### src/rtl/edlo_pkg.sv
// Shared constants for the EDLO program sequencer.
// Contents: opcodes, FSM state codes and instruction field positions.
package edlo_pkg;

    localparam logic [3:0] OP_HALT = 4'h0;
    localparam logic [3:0] OP_JNZ  = 4'hD;
    localparam logic [3:0] OP_LDA  = 4'hE;
    localparam logic [3:0] OP_STA  = 4'hF;

    typedef logic [3:0] state_t;

    localparam state_t ST_IDLE   = 4'd0;
    localparam state_t ST_FETCH  = 4'd1;
    localparam state_t ST_DECODE = 4'd2;
    localparam state_t ST_OPADDR = 4'd3;
    localparam state_t ST_OPDATA = 4'd4;
    localparam state_t ST_EXEC   = 4'd5;
    localparam state_t ST_WB     = 4'd6;
    localparam state_t ST_STORE  = 4'd7;
    localparam state_t ST_HALTED = 4'd8;

    localparam int OP_MSB  = 7;
    localparam int OP_LSB  = 4;
    localparam int ARG_MSB = 3;
    localparam int ARG_LSB = 0;

    function automatic logic [3:0] op_of(input logic [7:0] instr);
        return instr[OP_MSB:OP_LSB];
    endfunction

    function automatic logic [3:0] arg_of(input logic [7:0] instr);
        return instr[ARG_MSB:ARG_LSB];
    endfunction

endpackage

### src/rtl/edlo_if.sv
// Host, RAM and ALU signal bundle of the EDLO sequencer.
// The slave modport is the sequencer; master is everything around it.
interface edlo_if #(
    parameter int ADDR_BITS = 4
) ();
    logic                 start;
    logic                 ld_valid;
    logic                 ld_ready;
    logic [ADDR_BITS-1:0] ld_addr;
    logic [7:0]           ld_data;
    logic [ADDR_BITS-1:0] mem_addr;
    logic                 mem_we;
    logic [7:0]           mem_wdata;
    logic [7:0]           mem_rdata;
    logic [3:0]           alu_op;
    logic [7:0]           alu_a;
    logic [7:0]           alu_b;
    logic [7:0]           alu_ret;
    logic [7:0]           acc;
    logic                 busy;
    logic                 done;
    logic                 err;

    modport master (
        output start, ld_valid, ld_addr, ld_data, mem_rdata, alu_ret,
        input  ld_ready, mem_addr, mem_we, mem_wdata, alu_op, alu_a, alu_b,
               acc, busy, done, err
    );

    modport slave (
        input  start, ld_valid, ld_addr, ld_data, mem_rdata, alu_ret,
        output ld_ready, mem_addr, mem_we, mem_wdata, alu_op, alu_a, alu_b,
               acc, busy, done, err
    );
endinterface

### src/rtl/edlo_sequencer.sv
// EDLO program sequencer: fetch/decode/execute over the shared RAM port,
// with host loads accepted only while idle or halted.
module edlo_sequencer
    import edlo_pkg::*;
#(
    parameter int ADDR_BITS = 4,
    parameter int ALU_LAT   = 1,
    parameter int MAX_STEPS = 255
) (
    input  logic  clk,
    input  logic  rst_n,
    edlo_if.slave bus
);

    localparam int STEP_W = ($clog2(MAX_STEPS + 1) < 1) ? 1 : $clog2(MAX_STEPS + 1);
    localparam int LAT_W  = ($clog2(ALU_LAT + 1) < 1) ? 1 : $clog2(ALU_LAT + 1);

    state_t               state_r;
    logic [ADDR_BITS-1:0] pc_r;
    logic [7:0]           acc_r;
    logic [7:0]           ir_r;
    logic [7:0]           opnd_r;
    logic [STEP_W-1:0]    step_r;
    logic [LAT_W-1:0]     lat_r;
    logic                 err_r;

    logic                 idle_s;
    logic                 ld_ready_s;
    logic                 ld_accept_s;
    logic [ADDR_BITS-1:0] rd_arg_s;
    logic [ADDR_BITS-1:0] ir_arg_s;

    // The 4-bit argument field is zero-extended or truncated to the RAM width.
    function automatic logic [ADDR_BITS-1:0] to_addr(input logic [3:0] a);
        logic [ADDR_BITS+3:0] w;
        w = {{ADDR_BITS{1'b0}}, a};
        return w[ADDR_BITS-1:0];
    endfunction

    assign idle_s      = (state_r == ST_IDLE) || (state_r == ST_HALTED);
    assign ld_ready_s  = rst_n && idle_s && !bus.start;
    assign ld_accept_s = ld_ready_s && bus.ld_valid;
    assign rd_arg_s    = to_addr(arg_of(bus.mem_rdata));
    assign ir_arg_s    = to_addr(arg_of(ir_r));

    assign bus.ld_ready = ld_ready_s;
    assign bus.acc      = acc_r;
    assign bus.busy     = !idle_s;
    assign bus.done     = (state_r == ST_HALTED);
    assign bus.err      = err_r;

    // RAM port mux; a write is never issued while reset is asserted.
    always_comb begin
        bus.mem_addr  = {ADDR_BITS{1'b0}};
        bus.mem_wdata = 8'h00;
        bus.mem_we    = 1'b0;
        case (state_r)
            ST_IDLE, ST_HALTED: begin
                if (ld_accept_s) begin
                    bus.mem_addr  = bus.ld_addr;
                    bus.mem_wdata = bus.ld_data;
                    bus.mem_we    = 1'b1;
                end else begin
                    bus.mem_we    = 1'b0;
                end
            end
            ST_FETCH:  bus.mem_addr = pc_r;
            ST_OPADDR: bus.mem_addr = ir_arg_s;
            ST_STORE: begin
                bus.mem_addr  = ir_arg_s;
                bus.mem_wdata = acc_r;
                bus.mem_we    = rst_n;
            end
            default:   bus.mem_addr = {ADDR_BITS{1'b0}};
        endcase
    end

    // ALU operands are held only during EXEC and are zero elsewhere.
    always_comb begin
        if (state_r == ST_EXEC) begin
            bus.alu_op = op_of(ir_r);
            bus.alu_a  = acc_r;
            bus.alu_b  = opnd_r;
        end else begin
            bus.alu_op = 4'h0;
            bus.alu_a  = 8'h00;
            bus.alu_b  = 8'h00;
        end
    end

    // Sequencer state, program counter, accumulator and budget counters.
    always_ff @(posedge clk) begin
        if (!rst_n) begin
            state_r <= ST_IDLE;
            pc_r    <= {ADDR_BITS{1'b0}};
            acc_r   <= 8'h00;
            ir_r    <= 8'h00;
            opnd_r  <= 8'h00;
            step_r  <= {STEP_W{1'b0}};
            lat_r   <= {LAT_W{1'b0}};
            err_r   <= 1'b0;
        end else begin
            case (state_r)
                ST_IDLE, ST_HALTED: begin
                    if (bus.start) begin
                        state_r <= ST_FETCH;
                        pc_r    <= {ADDR_BITS{1'b0}};
                        step_r  <= {STEP_W{1'b0}};
                        err_r   <= 1'b0;
                    end
                end
                ST_FETCH: state_r <= ST_DECODE;
                ST_DECODE: begin
                    ir_r   <= bus.mem_rdata;
                    step_r <= step_r + STEP_W'(1);
                    if (step_r == STEP_W'(MAX_STEPS)) begin
                        state_r <= ST_HALTED;
                        err_r   <= 1'b1;
                    end else begin
                        case (op_of(bus.mem_rdata))
                            OP_HALT: state_r <= ST_HALTED;
                            OP_JNZ: begin
                                pc_r    <= (acc_r != 8'h00) ? rd_arg_s : pc_r + ADDR_BITS'(1);
                                state_r <= ST_FETCH;
                            end
                            OP_STA:  state_r <= ST_STORE;
                            default: state_r <= ST_OPADDR;
                        endcase
                    end
                end
                ST_OPADDR: state_r <= ST_OPDATA;
                ST_OPDATA: begin
                    opnd_r <= bus.mem_rdata;
                    if (op_of(ir_r) == OP_LDA) begin
                        acc_r   <= bus.mem_rdata;
                        pc_r    <= pc_r + ADDR_BITS'(1);
                        state_r <= ST_FETCH;
                    end else begin
                        lat_r   <= LAT_W'(ALU_LAT - 1);
                        state_r <= ST_EXEC;
                    end
                end
                ST_EXEC: begin
                    if (lat_r == LAT_W'(0)) begin
                        state_r <= ST_WB;
                    end else begin
                        lat_r <= lat_r - LAT_W'(1);
                    end
                end
                ST_WB: begin
                    acc_r   <= bus.alu_ret;
                    pc_r    <= pc_r + ADDR_BITS'(1);
                    state_r <= ST_FETCH;
                end
                ST_STORE: begin
                    pc_r    <= pc_r + ADDR_BITS'(1);
                    state_r <= ST_FETCH;
                end
                default: state_r <= ST_IDLE;
            endcase
        end
    end

endmodule

### src/flat_wrapper.sv
// flat-port wrapper written by rule: the top's interface ports become plain ports
module edlo_sequencer_flat import edlo_pkg::*;
#(
    parameter int ADDR_BITS = 4,
    parameter int ALU_LAT   = 1,
    parameter int MAX_STEPS = 255
)
  (clk, rst_n, bus_start, bus_ld_valid, bus_ld_addr, bus_ld_data, bus_mem_rdata, bus_alu_ret, bus_ld_ready, bus_mem_addr, bus_mem_we, bus_mem_wdata, bus_alu_op, bus_alu_a, bus_alu_b, bus_acc, bus_busy, bus_done, bus_err);
  edlo_if #(.ADDR_BITS(ADDR_BITS)) bus_i ();
  input  logic clk;
  input  logic rst_n;
  input wire logic [$bits(bus_i.start)-1:0] bus_start;
  input wire logic [$bits(bus_i.ld_valid)-1:0] bus_ld_valid;
  input wire logic [$bits(bus_i.ld_addr)-1:0] bus_ld_addr;
  input wire logic [$bits(bus_i.ld_data)-1:0] bus_ld_data;
  input wire logic [$bits(bus_i.mem_rdata)-1:0] bus_mem_rdata;
  input wire logic [$bits(bus_i.alu_ret)-1:0] bus_alu_ret;
  output wire logic [$bits(bus_i.ld_ready)-1:0] bus_ld_ready;
  output wire logic [$bits(bus_i.mem_addr)-1:0] bus_mem_addr;
  output wire logic [$bits(bus_i.mem_we)-1:0] bus_mem_we;
  output wire logic [$bits(bus_i.mem_wdata)-1:0] bus_mem_wdata;
  output wire logic [$bits(bus_i.alu_op)-1:0] bus_alu_op;
  output wire logic [$bits(bus_i.alu_a)-1:0] bus_alu_a;
  output wire logic [$bits(bus_i.alu_b)-1:0] bus_alu_b;
  output wire logic [$bits(bus_i.acc)-1:0] bus_acc;
  output wire logic [$bits(bus_i.busy)-1:0] bus_busy;
  output wire logic [$bits(bus_i.done)-1:0] bus_done;
  output wire logic [$bits(bus_i.err)-1:0] bus_err;
  assign bus_i.start = bus_start;
  assign bus_i.ld_valid = bus_ld_valid;
  assign bus_i.ld_addr = bus_ld_addr;
  assign bus_i.ld_data = bus_ld_data;
  assign bus_i.mem_rdata = bus_mem_rdata;
  assign bus_i.alu_ret = bus_alu_ret;
  assign bus_ld_ready = bus_i.ld_ready;
  assign bus_mem_addr = bus_i.mem_addr;
  assign bus_mem_we = bus_i.mem_we;
  assign bus_mem_wdata = bus_i.mem_wdata;
  assign bus_alu_op = bus_i.alu_op;
  assign bus_alu_a = bus_i.alu_a;
  assign bus_alu_b = bus_i.alu_b;
  assign bus_acc = bus_i.acc;
  assign bus_busy = bus_i.busy;
  assign bus_done = bus_i.done;
  assign bus_err = bus_i.err;
  edlo_sequencer #(.ADDR_BITS(ADDR_BITS), .ALU_LAT(ALU_LAT), .MAX_STEPS(MAX_STEPS)) u_core (.clk(clk), .rst_n(rst_n), .bus(bus_i));
endmodule
### config.mk
export PLATFORM = sky130hd
export DESIGN_NAME = edlo_sequencer_flat
export DESIGN_NICKNAME = d
export VERILOG_FILES = /design/src/rtl/edlo_pkg.sv /design/src/rtl/edlo_if.sv /design/src/rtl/edlo_sequencer.sv /design/src/flat_wrapper.sv
export SDC_FILE = /design/constraint.sdc
export NUM_CORES = 1
export LEC_CHECK = 0
export BUFFER_PORTS_ARGS = -buffer_cell sky130_fd_sc_hd__buf_2
export CAP_MARGIN = 20
export CORE_MARGIN = 10
export CORE_UTILIZATION = 40
export CTS_CLUSTER_SIZE = 8
export DETAILED_ROUTE_END_ITERATION = 6
export HOLD_SLACK_MARGIN = 0.15
export PLACE_DENSITY = 0.74
export SLEW_MARGIN = 5
export SYNTH_ARGS = -nofsm -noshare
export SYNTH_HDL_FRONTEND = slang
export SYNTH_SLANG_ARGS = --single-unit
### constraint.sdc
create_clock -name clk -period 1.64 [get_ports clk]
set_input_delay 0.246 -clock clk [delete_from_list [all_inputs] [get_ports clk]]
set_output_delay 0.246 -clock clk [all_outputs]
set_load 0.005 [all_outputs]
==> flow_metrics.tcl, run 1 <==
set metrics [dict create \
    outcome "finished with violations" \
    failed_checks "setup timing" \
    ir_drop_uv 489 \
    crit_family "buffers and inverters" \
    synth_cell_type_count 51 \
    track_usage_pct 17.2 \
    cpMaxStageDelayCell "dfxtp_2" \
    r2r_slack_ns -0.23 \
    finalInstanceArea_um2 3590 \
    syn2layout_area_growth_pct 58.8 \
    final-hold-violation-count 0 \
    route.antenna.remaining_nets 0 \
    maxCapViolCount 0 \
    end_kind "output port" \
    cts_root_buffer "clkbuf_8" \
    r2r_end "u_core.step_r[5]" \
    synth_ff_type "dfxtp_1" \
    fin_crit_ns 1.94 \
    critPathMaxFanout 4 \
    wl_um 8500 \
    netlist_area_um2 2260 \
    hp-class "primary input to flip-flop" \
    whs_endpoint "u_core.opnd_r[1]" \
    drtPass1Iterations 5 \
    ys_warn_count 0 \
    synthMuxAreaShare_pct 0.885 \
    utilization_pct 65.2 \
    async_flop_share_pct 0 \
    n_antenna_cell 0 \
    grt_pass1_vias 2623 \
    synthAdderAreaFrac_pct 1.11 \
    chipWidth_um 95.2 \
    clock-sinks 41 \
    start_util_pct 41.1 \
    die-area_um2 9060 \
    synthTopCellsByArea "dfxtp_1 (36%), nand2_1 (9.0%), and2_1 (6.1%), nor2_1 (4.8%), a21oi_1 (4.4%)" \
    hold_buffers 0 \
    r2r_start "u_core.state_r[0]" \
    dp_hpwl_um 5610 \
    place.gp.congestion 0.873 \
    fin_setup_tns_ns -9.66 \
    core_area_um2 5510 \
    rows 27 \
    avgSynthCellArea_um2 7.88 \
    hold_depth 3 \
    yosysMostFrequentCell "nand2_1" \
    cts_tree "done" \
    crit_path_cell_trace "buf_4 -> nor4_4 -> and3_4 -> buf_6 -> a222oi_1 -> inv_1 -> buf_2" \
    crit_type "flip-flop to output port" \
    drc 0 \
    synth.net_count 321 \
    layout.cells.non_filler 485 \
    numCtsBuffers 5 \
    place_area_um2 3020 \
    cp.arrival_ns 1.69 \
    dp_cells 464 \
    power.density_nw_per_um2 823 \
    fin_skew_ns 0.00650 \
    ff2ff_path_depth 5 \
    clk_latency_ns 0.30 \
    grt_antenna_before_repair 0 \
    synth_edf_count 0 \
    clk_pin_slew_ns 0.08 \
    layout-drive-gt1-share_pct 47.5 \
    yosys.area_share.xor_xnor_pct 2.71 \
    portBuffers 76 \
    path_buf_inv 4 \
    p_total_mw 2.96 \
    synthCells 287 \
    clk_path_buf_depth 2 \
    synthTopCellsByCount "nand2_1 (54), dfxtp_1 (41), nor2_1 (29)" \
    nets 446 \
    power_leakage_nw 1.58 \
    rsz0062_at_grt "true" \
    max_stage_delay_ns 0.36 \
    max_slew.worst_pin.slew_ns 0.491 \
    synth_seq_cells 41 \
    fmax_ghz 0.515 \
    critPathRequiredTime_ns 1.39 \
    vias 2679 \
    drtIter0Drc 229 \
    grt_max_degree 33 \
    final.setup.worst_slack_ns -0.301 \
    hold_start "bus_mem_rdata[1]" \
    yosysSeqAreaShare_pct 36.3 \
    boundaryPins 77 \
    grt_pass1_wl_um 12800 \
    max-slew-margin-rel_pct 67.2 \
    drv_slew 0 \
    synth_top_family_by_area "simple AND/OR/NAND/NOR gates" \
    start_kind "flip-flop" \
    viasPerCell 5.52 \
    overflow 0 \
    h-tree-depth 2 \
    die_y_um 95.2 \
    fin_crit_sh_pct 118 \
    wl_per_cell_um 17.5 \
    synth-compound-area-share_pct 22.3 \
    synthSimpleGateAreaFrac_pct 31.6 \
    synth_largest_area_cell "dfxtp_1" \
    netlist.area_leader.share_pct 36.3 \
    finalSetupViolCount 53 \
]
-- how the worst max path moves through the flow --
stage | from | endpoint | slack, ns | depth (start not counted)
after floorplan | u_core.state_r[0] | u_core.pc_r[3] | 0.02 | 6
after detailed placement | u_core.state_r[3] | u_core.step_r[5] | -0.14 | 5
after global routing | u_core.state_r[1] | bus_mem_wdata[0] | -0.38 | 6
final | u_core.state_r[2] | bus_mem_addr[0] | -0.30 | 7
after global placement | u_core.state_r[1] | u_core.pc_r[3] | -0.06 | 8
after CTS | u_core.state_r[0] | bus_mem_wdata[5] | -0.30 | 6
-- metrics by stage --
| stage | hold slack, ns | setup slack, ns |
|---|---|---|
| 6_report | 0.229 | -0.301 |
| 5_1_grt | 0.235 | -0.376 |
| 4_1_cts | 0.229 | -0.297 |
| 3_5_place_dp | 0.445 | -0.139 |
| 3_3_place_gp | 0.441 | -0.0607 |
| 2_1_floorplan | 0.382 | 0.0233 |
-- cells in the final DEF (no fill, tap or decap), drive strengths merged, types with 3 or more instances in the layout --
cell	n
a21oi	21
a222oi	4
a22o	8
a311oi	10
a31oi	3
and2	22
buf	135
clkbuf	5
dfxtp	41
inv	8
nand2	54
nand2b	4
nand3	6
nor2	30
nor3	3
nor4	6
o21ai	13
xnor2	3
xor2	4
-- registers in the layout, indices dropped and copies added (netlist names) --
signal	cells
u_core.bus.acc	8
u_core.bus.err	1
u_core.ir_r	8
u_core.opnd_r	8
u_core.pc_r	4
u_core.state_r	4
u_core.step_r	8
-- power by group --
part           switching (mW)  total [mW]  internal [mW]
Combinational           0.435       0.888          0.453
Clock                   0.373       0.977          0.605
Sequential             0.0458        1.09           1.05
Total                   0.854        2.96           2.10
-- per-layer routing --
metal | track usage (%) | wire (um)
met3 | 4.40 | 755
met5 | 0 | 0
met4 | 4.11 | 101
met1 | 20.5 | 3340
met2 | 30.1 | 4300
-- worst min-delay path: cells and delay by family --
family	cells	cell delay, ns
compound gates	1	0.05
buf+inv	1	0.13
simple gates	1	0.06
-- what timing repair did --
action | in CTS | in global routing
pin swaps | 32 | 16
cloned | 4 | 0
resized for setup | 45 | 41
setup endpoints to repair | 53 | 56
setup buffers | 6 | 4
-- kinds of logic (layout without fill, tap and decap cells) --
| family | after synthesis | in the layout |
|---|---|---|
| AND/OR/NAND/NOR | 138 | 138 |
| adder cells (fa/ha/maj) | 2 | 2 |
| buffers and inverters | 25 | 151 |
| AO/OA/AOI/OAI | 72 | 72 |
| multiplexers | 2 | 2 |
| XOR/XNOR | 7 | 7 |
| flip-flops | 41 | 41 |
-- final cells by class --
class | count | area [um^2]
fill | 441 | 1910
tap | 72 | 90.1
timing repair buffer | 135 | 996
clock buffer | 5 | 68.8
inverter | 8 | 30.0
sequential | 41 | 828
clock inverter | 3 | 65.1
multi-input combinational | 221 | 1510
Power figures use the tool's default switching activity.
==> run 2: changes to the inputs <==
Settings changed: CORE_UTILIZATION 40 to 45, PLACE_DENSITY 0.74 to 0.82.
==> run 2 against run 1 <==
  * Via count up 12%
  * Clock skew up 0.0029 ns
  * Worst hold slack worse by 0.0089 ns
  * Largest power group unchanged
  * The flow still finishes with violations (setup timing)
==> flow_metrics.tcl, run 2 (same netlist as run 1, synthesis figures left out) <==
set metrics [dict create \
    ir_drop_uv 598 \
    fin_crit_ns 2.02 \
    hp-class "primary input to flip-flop" \
    layout-drive-gt1-share_pct 54.2 \
    cpMaxStageDelayCell "dfxtp_4" \
    critPathMaxFanout 5 \
    swShare_pct 31.6 \
    crit_type "flip-flop to output port" \
    numCtsBuffers 5 \
    maxCapViolCount 0 \
    drtPass1Iterations 6 \
    clk_path_buf_depth 2 \
    sequentialPowerShare_pct 35.7 \
    drc 0 \
    dp_cells 456 \
    finalInstanceArea_um2 3870 \
    clock-sinks 41 \
    nets 454 \
    grt_pass1_vias 2806 \
    end_kind "output port" \
    viasPerCell 6.14 \
    combPwrFrac_pct 35.9 \
    n_antenna_cell 0 \
    grt_max_degree 33 \
    wl_um 10600 \
    place.gp.congestion 0.858 \
    critPathRequiredTime_ns 1.39 \
    final.setup.worst_slack_ns -0.384 \
    fin_hold_ws_ns 0.220 \
    pwr-share-clk_pct 28.4 \
    route.antenna.remaining_nets 0 \
    cts_tree "done" \
    clk_latency_ns 0.31 \
    start_util_pct 47.3 \
    fillers 286 \
    rsz0062_at_grt "true" \
    finalSetupViolCount 67 \
    max-slew-margin-rel_pct 62.9 \
    drtIter0Drc 340 \
    fmax_ghz 0.494 \
    syn2layout_area_growth_pct 70.9 \
    grt_antenna_before_repair 0 \
    final-hold-violation-count 0 \
    rows 25 \
    failed_checks "setup timing" \
    grt_pass1_wl_um 13900 \
    seqCellArea_um2 833 \
    die_y_um 90.9 \
    wl_per_cell_um 21.7 \
    power.density_nw_per_um2 795 \
    max_slew.worst_pin.slew_ns 0.557 \
    cts_root_buffer "clkbuf_8" \
    clk_pin_slew_ns 0.09 \
    multi_input_area_um2 1660 \
    vias 2998 \
    crit_path_cell_trace "buf_6 -> nor4_4 -> and3_4 -> buf_16 -> a22o_1 -> buf_2" \
    power_leakage_nw 1.68 \
    max_stage_delay_ns 0.36 \
    switchingPower_uw 970 \
    track_usage_pct 20.1 \
    outcome "finished with violations" \
    layout.cells.non_filler 488 \
    fin_skew_ns 0.00940 \
    dp_hpwl_um 5710 \
    cp.arrival_ns 1.78 \
    core_area_um2 4790 \
    drv_slew 0 \
    path_buf_inv 3 \
    h-tree-depth 2 \
    p_int_mw 2.10 \
    fin_crit_sh_pct 123 \
    place_area_um2 3010 \
    crit_family "simple AND/OR/NAND/NOR gates" \
    portBuffers 76 \
    boundaryPins 77 \
    overflow 0 \
    layout_common_cells "buf_2 (57), nand2_1 (41), buf_6 (41)" \
    chipWidth_um 90.9 \
    final_common_cell "buf_2" \
    start_kind "flip-flop" \
    die-area_um2 8260 \
]
==> run 2: cell type report <==
type | instances | share of cell area [%]
repair buffers | 143 | 29.7
clock inverters | 1 | 0.777
well taps | 67 | 2.17
inverters | 8 | 0.777
clock buffers | 7 | 2.23
flip-flops and latches | 41 | 21.6
multi-input cells | 221 | 42.8
==> run 2: path summary, 6_finish.rpt <==
kind,start,endpoint,slack (ns),cells past startpoint
min,bus_alu_ret[3],u_core.bus.acc[3],0.22,3
max reg2reg,u_core.state_r[1],u_core.step_r[5],-0.27,7
min reg2reg,u_core.ir_r[1],u_core.ir_r[1],0.46,2
max,u_core.state_r[1],bus_mem_wdata[5],-0.38,6
==> run 2: power by group through the flow <==
stage	registers (mW)	clock network, mW	logic, mW
after CTS	1.09	0.851	0.847
after floorplan	1.09	0	0.415
final	1.10	0.872	1.10
after global routing	1.10	0.902	1.15
after detailed placement	1.11	0	0.690
after global placement	1.11	0	0.668
==> run 2: timing repair <==
action	4_1_cts	5_1_grt
gates cloned	2	0
hold buffers	0	0
gates resized for setup	58	79
pin swaps	36	35
setup buffers	11	11
endpoints found under the setup margin	53	67
==> run 2: per-stage QoR <==
stage	power, mW	setup TNS (ns)	util, %	worst slack (ns)
after global routing	3.16	-15.97	80.8	-0.432
after floorplan	1.50	0	-	0.0233
after global placement	1.77	-0.841	62.8	-0.0609
after detailed placement	1.80	-2.70	62.8	-0.236
final	3.07	-12.27	80.8	-0.384
after CTS	2.79	-7.16	72.4	-0.338
==> run 2: worst min-delay path, cell delays in order <==
cell and delay, ns:
buf_2 0.09, nor2_1 0.09, a311oi_1 0.06
==> run 2: per-layer routing <==
layer / track usage (%) / vias to the layer above / part of all wire (%)
met2: 35.4 / 210 / 50
met1: 22.6 / 1422 / 36
met4: 7.96 / 0 / 5.7
met5: 0 / - / 0
met3: 4.90 / 80 / 7.9
li1: - / 1286 / -
==> run 3: changes to the inputs <==
Settings changed: BUFFER_PORTS_ARGS -buffer_cell sky130_fd_sc_hd__buf_2 to -buffer_cell sky130_fd_sc_hd__buf_4, SKIP_CTS_REPAIR_TIMING from default to 1.
==> run 3 against run 2 <==
  * The flow still finishes with violations (setup timing)
  * Sequential share of layout area up 1.9 points
  * Global-route usage down 2.8 points
  * Wire length down 25%
  * Critical path type unchanged
  * Largest power group unchanged
==> flow_metrics.tcl, run 3 (same netlist as run 1, synthesis figures left out) <==
set metrics [dict create \
    rsz0062_at_grt "true" \
    seqCellArea_um2 827 \
    critPathRequiredTime_ns 1.39 \
    drtIter0Drc 150 \
    ir_drop_uv 626 \
    hp-class "primary input to flip-flop" \
    cpMaxStageDelayCell "dfxtp_2" \
    swShare_pct 31.3 \
    pwr-share-clk_pct 25.7 \
    fmax_ghz 0.516 \
    r2r_end "u_core.step_r[5]" \
    die_y_um 90.9 \
    start_util_pct 47.3 \
    ff2ff_path_depth 5 \
    switchingPower_uw 802 \
    r2r_slack_ns -0.20 \
    viasPerCell 5.52 \
    hold_depth 3 \
    multi_input_area_um2 1460 \
    cts_tree "done" \
    portBuffers 76 \
    max_stage_delay_ns 0.35 \
    sequentialPowerShare_pct 42.3 \
    place.gp.congestion 0.852 \
    end_kind "output port" \
    outcome "finished with violations" \
    crit_family "simple AND/OR/NAND/NOR gates" \
    layout_common_cells "buf_4 (116), nand2_1 (47), dfxtp_1 (38)" \
    wl_per_cell_um 16.8 \
    dp_hpwl_um 5830 \
    cts_root_buffer "clkbuf_8" \
    wl_um 7960 \
    path_buf_inv 3 \
    r2r_start "u_core.state_r[2]" \
    drc 0 \
    overflow 0 \
    die-area_um2 8260 \
    h-tree-depth 2 \
    fin_crit_sh_pct 118 \
    finalSetupViolCount 51 \
    p_int_mw 1.76 \
    vias 2616 \
    hold_start "bus_mem_rdata[1]" \
    power_leakage_nw 1.50 \
    boundaryPins 77 \
    crit_type "flip-flop to output port" \
    start_kind "flip-flop" \
    clk_path_buf_depth 2 \
    final_common_cell "buf_4" \
    combPwrFrac_pct 32.0 \
    maxCapViolCount 0 \
    syn2layout_area_growth_pct 55.6 \
    rows 25 \
    grt_pass1_wl_um 12100 \
    max_slew.worst_pin.slew_ns 0.519 \
    failed_checks "setup timing" \
    final.setup.worst_slack_ns -0.299 \
    clk_pin_slew_ns 0.08 \
    n_antenna_cell 0 \
    drtPass1Iterations 4 \
    grt_pass1_vias 2537 \
    dp_cells 461 \
    fin_hold_ws_ns 0.230 \
    place_ws_ns -0.135 \
    core_area_um2 4790 \
    fillers 377 \
    max-slew-margin-rel_pct 65.4 \
    cp.arrival_ns 1.69 \
    track_usage_pct 17.2 \
    fin_crit_ns 1.94 \
    worst-path-stages 6 \
    grt_antenna_before_repair 0 \
    clk_latency_ns 0.29 \
    numCtsBuffers 5 \
    fin_skew_ns 0.00363 \
    clock-sinks 41 \
    nets 440 \
    final-hold-violation-count 0 \
    whs_endpoint "u_core.opnd_r[1]" \
    critPathMaxFanout 9 \
    chipWidth_um 90.9 \
    route.antenna.remaining_nets 0 \
    grt_max_degree 33 \
    drv_slew 0 \
    layout-drive-gt1-share_pct 42.3 \
    power.density_nw_per_um2 728 \
    crit_path_cell_trace "buf_12 -> nor4_4 -> and3_4 -> buf_8 -> a22o_1 -> buf_4" \
    layout.cells.non_filler 474 \
]
-- run 3: changes by cell type in the layout (fill, tap and decap cells not counted), sizes merged --
cell,delta
clkinvlp,+2
buf,-14
clkbuf,-1
bufinv,-1
-- run 3: power groups by stage --
| stage | Clock [mW] | Sequential (mW) | Combinational [mW] |
|---|---|---|---|
| finish | 0.657 | 1.08 | 0.821 |
| global route | 0.703 | 1.09 | 0.884 |
| CTS | 0.664 | 1.08 | 0.744 |
| detailed placement | 0 | 1.10 | 0.737 |
| global placement | 0 | 1.10 | 0.717 |
| floorplan | 0 | 1.09 | 0.415 |
-- run 3: worst register-to-register path: stages, from the launching register on --
cell and delay (ns):
dfxtp_4 0.37, or4b_1 0.65, buf_4 0.23, nor2_1 0.17
a31oi_1 0.11, a311oi_1 0.23
-- run 3: layout make-up --
type	count	area share, %
clock buffers	6	2.06
clock inverters	2	0.427
inverters	8	0.853
multi-input cells	221	41.5
flip-flops and latches	41	23.5
well taps	67	2.38
repair buffers	129	29.3
-- run 3: per-stage QoR --
stage / utilization, % / setup TNS [ns] / power, mW / instance area, um^2
after floorplan: - / 0 / 1.50 / 2290
after global routing: 73.5 / -13.52 / 2.68 / 3520
final: 73.5 / -9.86 / 2.56 / 3520
after detailed placement: 67.6 / -1.89 / 1.84 / 3230
after global placement: 67.6 / -0.403 / 1.82 / 3230
after CTS: 69.4 / -12.01 / 2.48 / 3320
-- run 3: how the worst max path moves through the flow --
stage                            startpoint          endpoint  slack (ns)
after floorplan           u_core.state_r[0]    u_core.pc_r[3]        0.02
after global placement     bus_mem_rdata[5]    u_core.pc_r[0]       -0.05
after detailed placement  u_core.state_r[2]  u_core.step_r[5]       -0.13
after CTS                 u_core.state_r[1]   bus_mem_addr[3]       -0.44
after global routing      u_core.state_r[1]  bus_mem_wdata[6]       -0.37
final                     u_core.state_r[1]  bus_mem_wdata[6]       -0.30
-- run 3: layer usage --
metal  vias to the layer above  global-route usage, %  wire length [um]
li1                       1258                      -                 -
met1                      1258                   20.0              3350
met2                        83                   31.1              4140
met3                        17                   3.33               346
met4                         0                   5.09               125
met5                         -                      0                 0
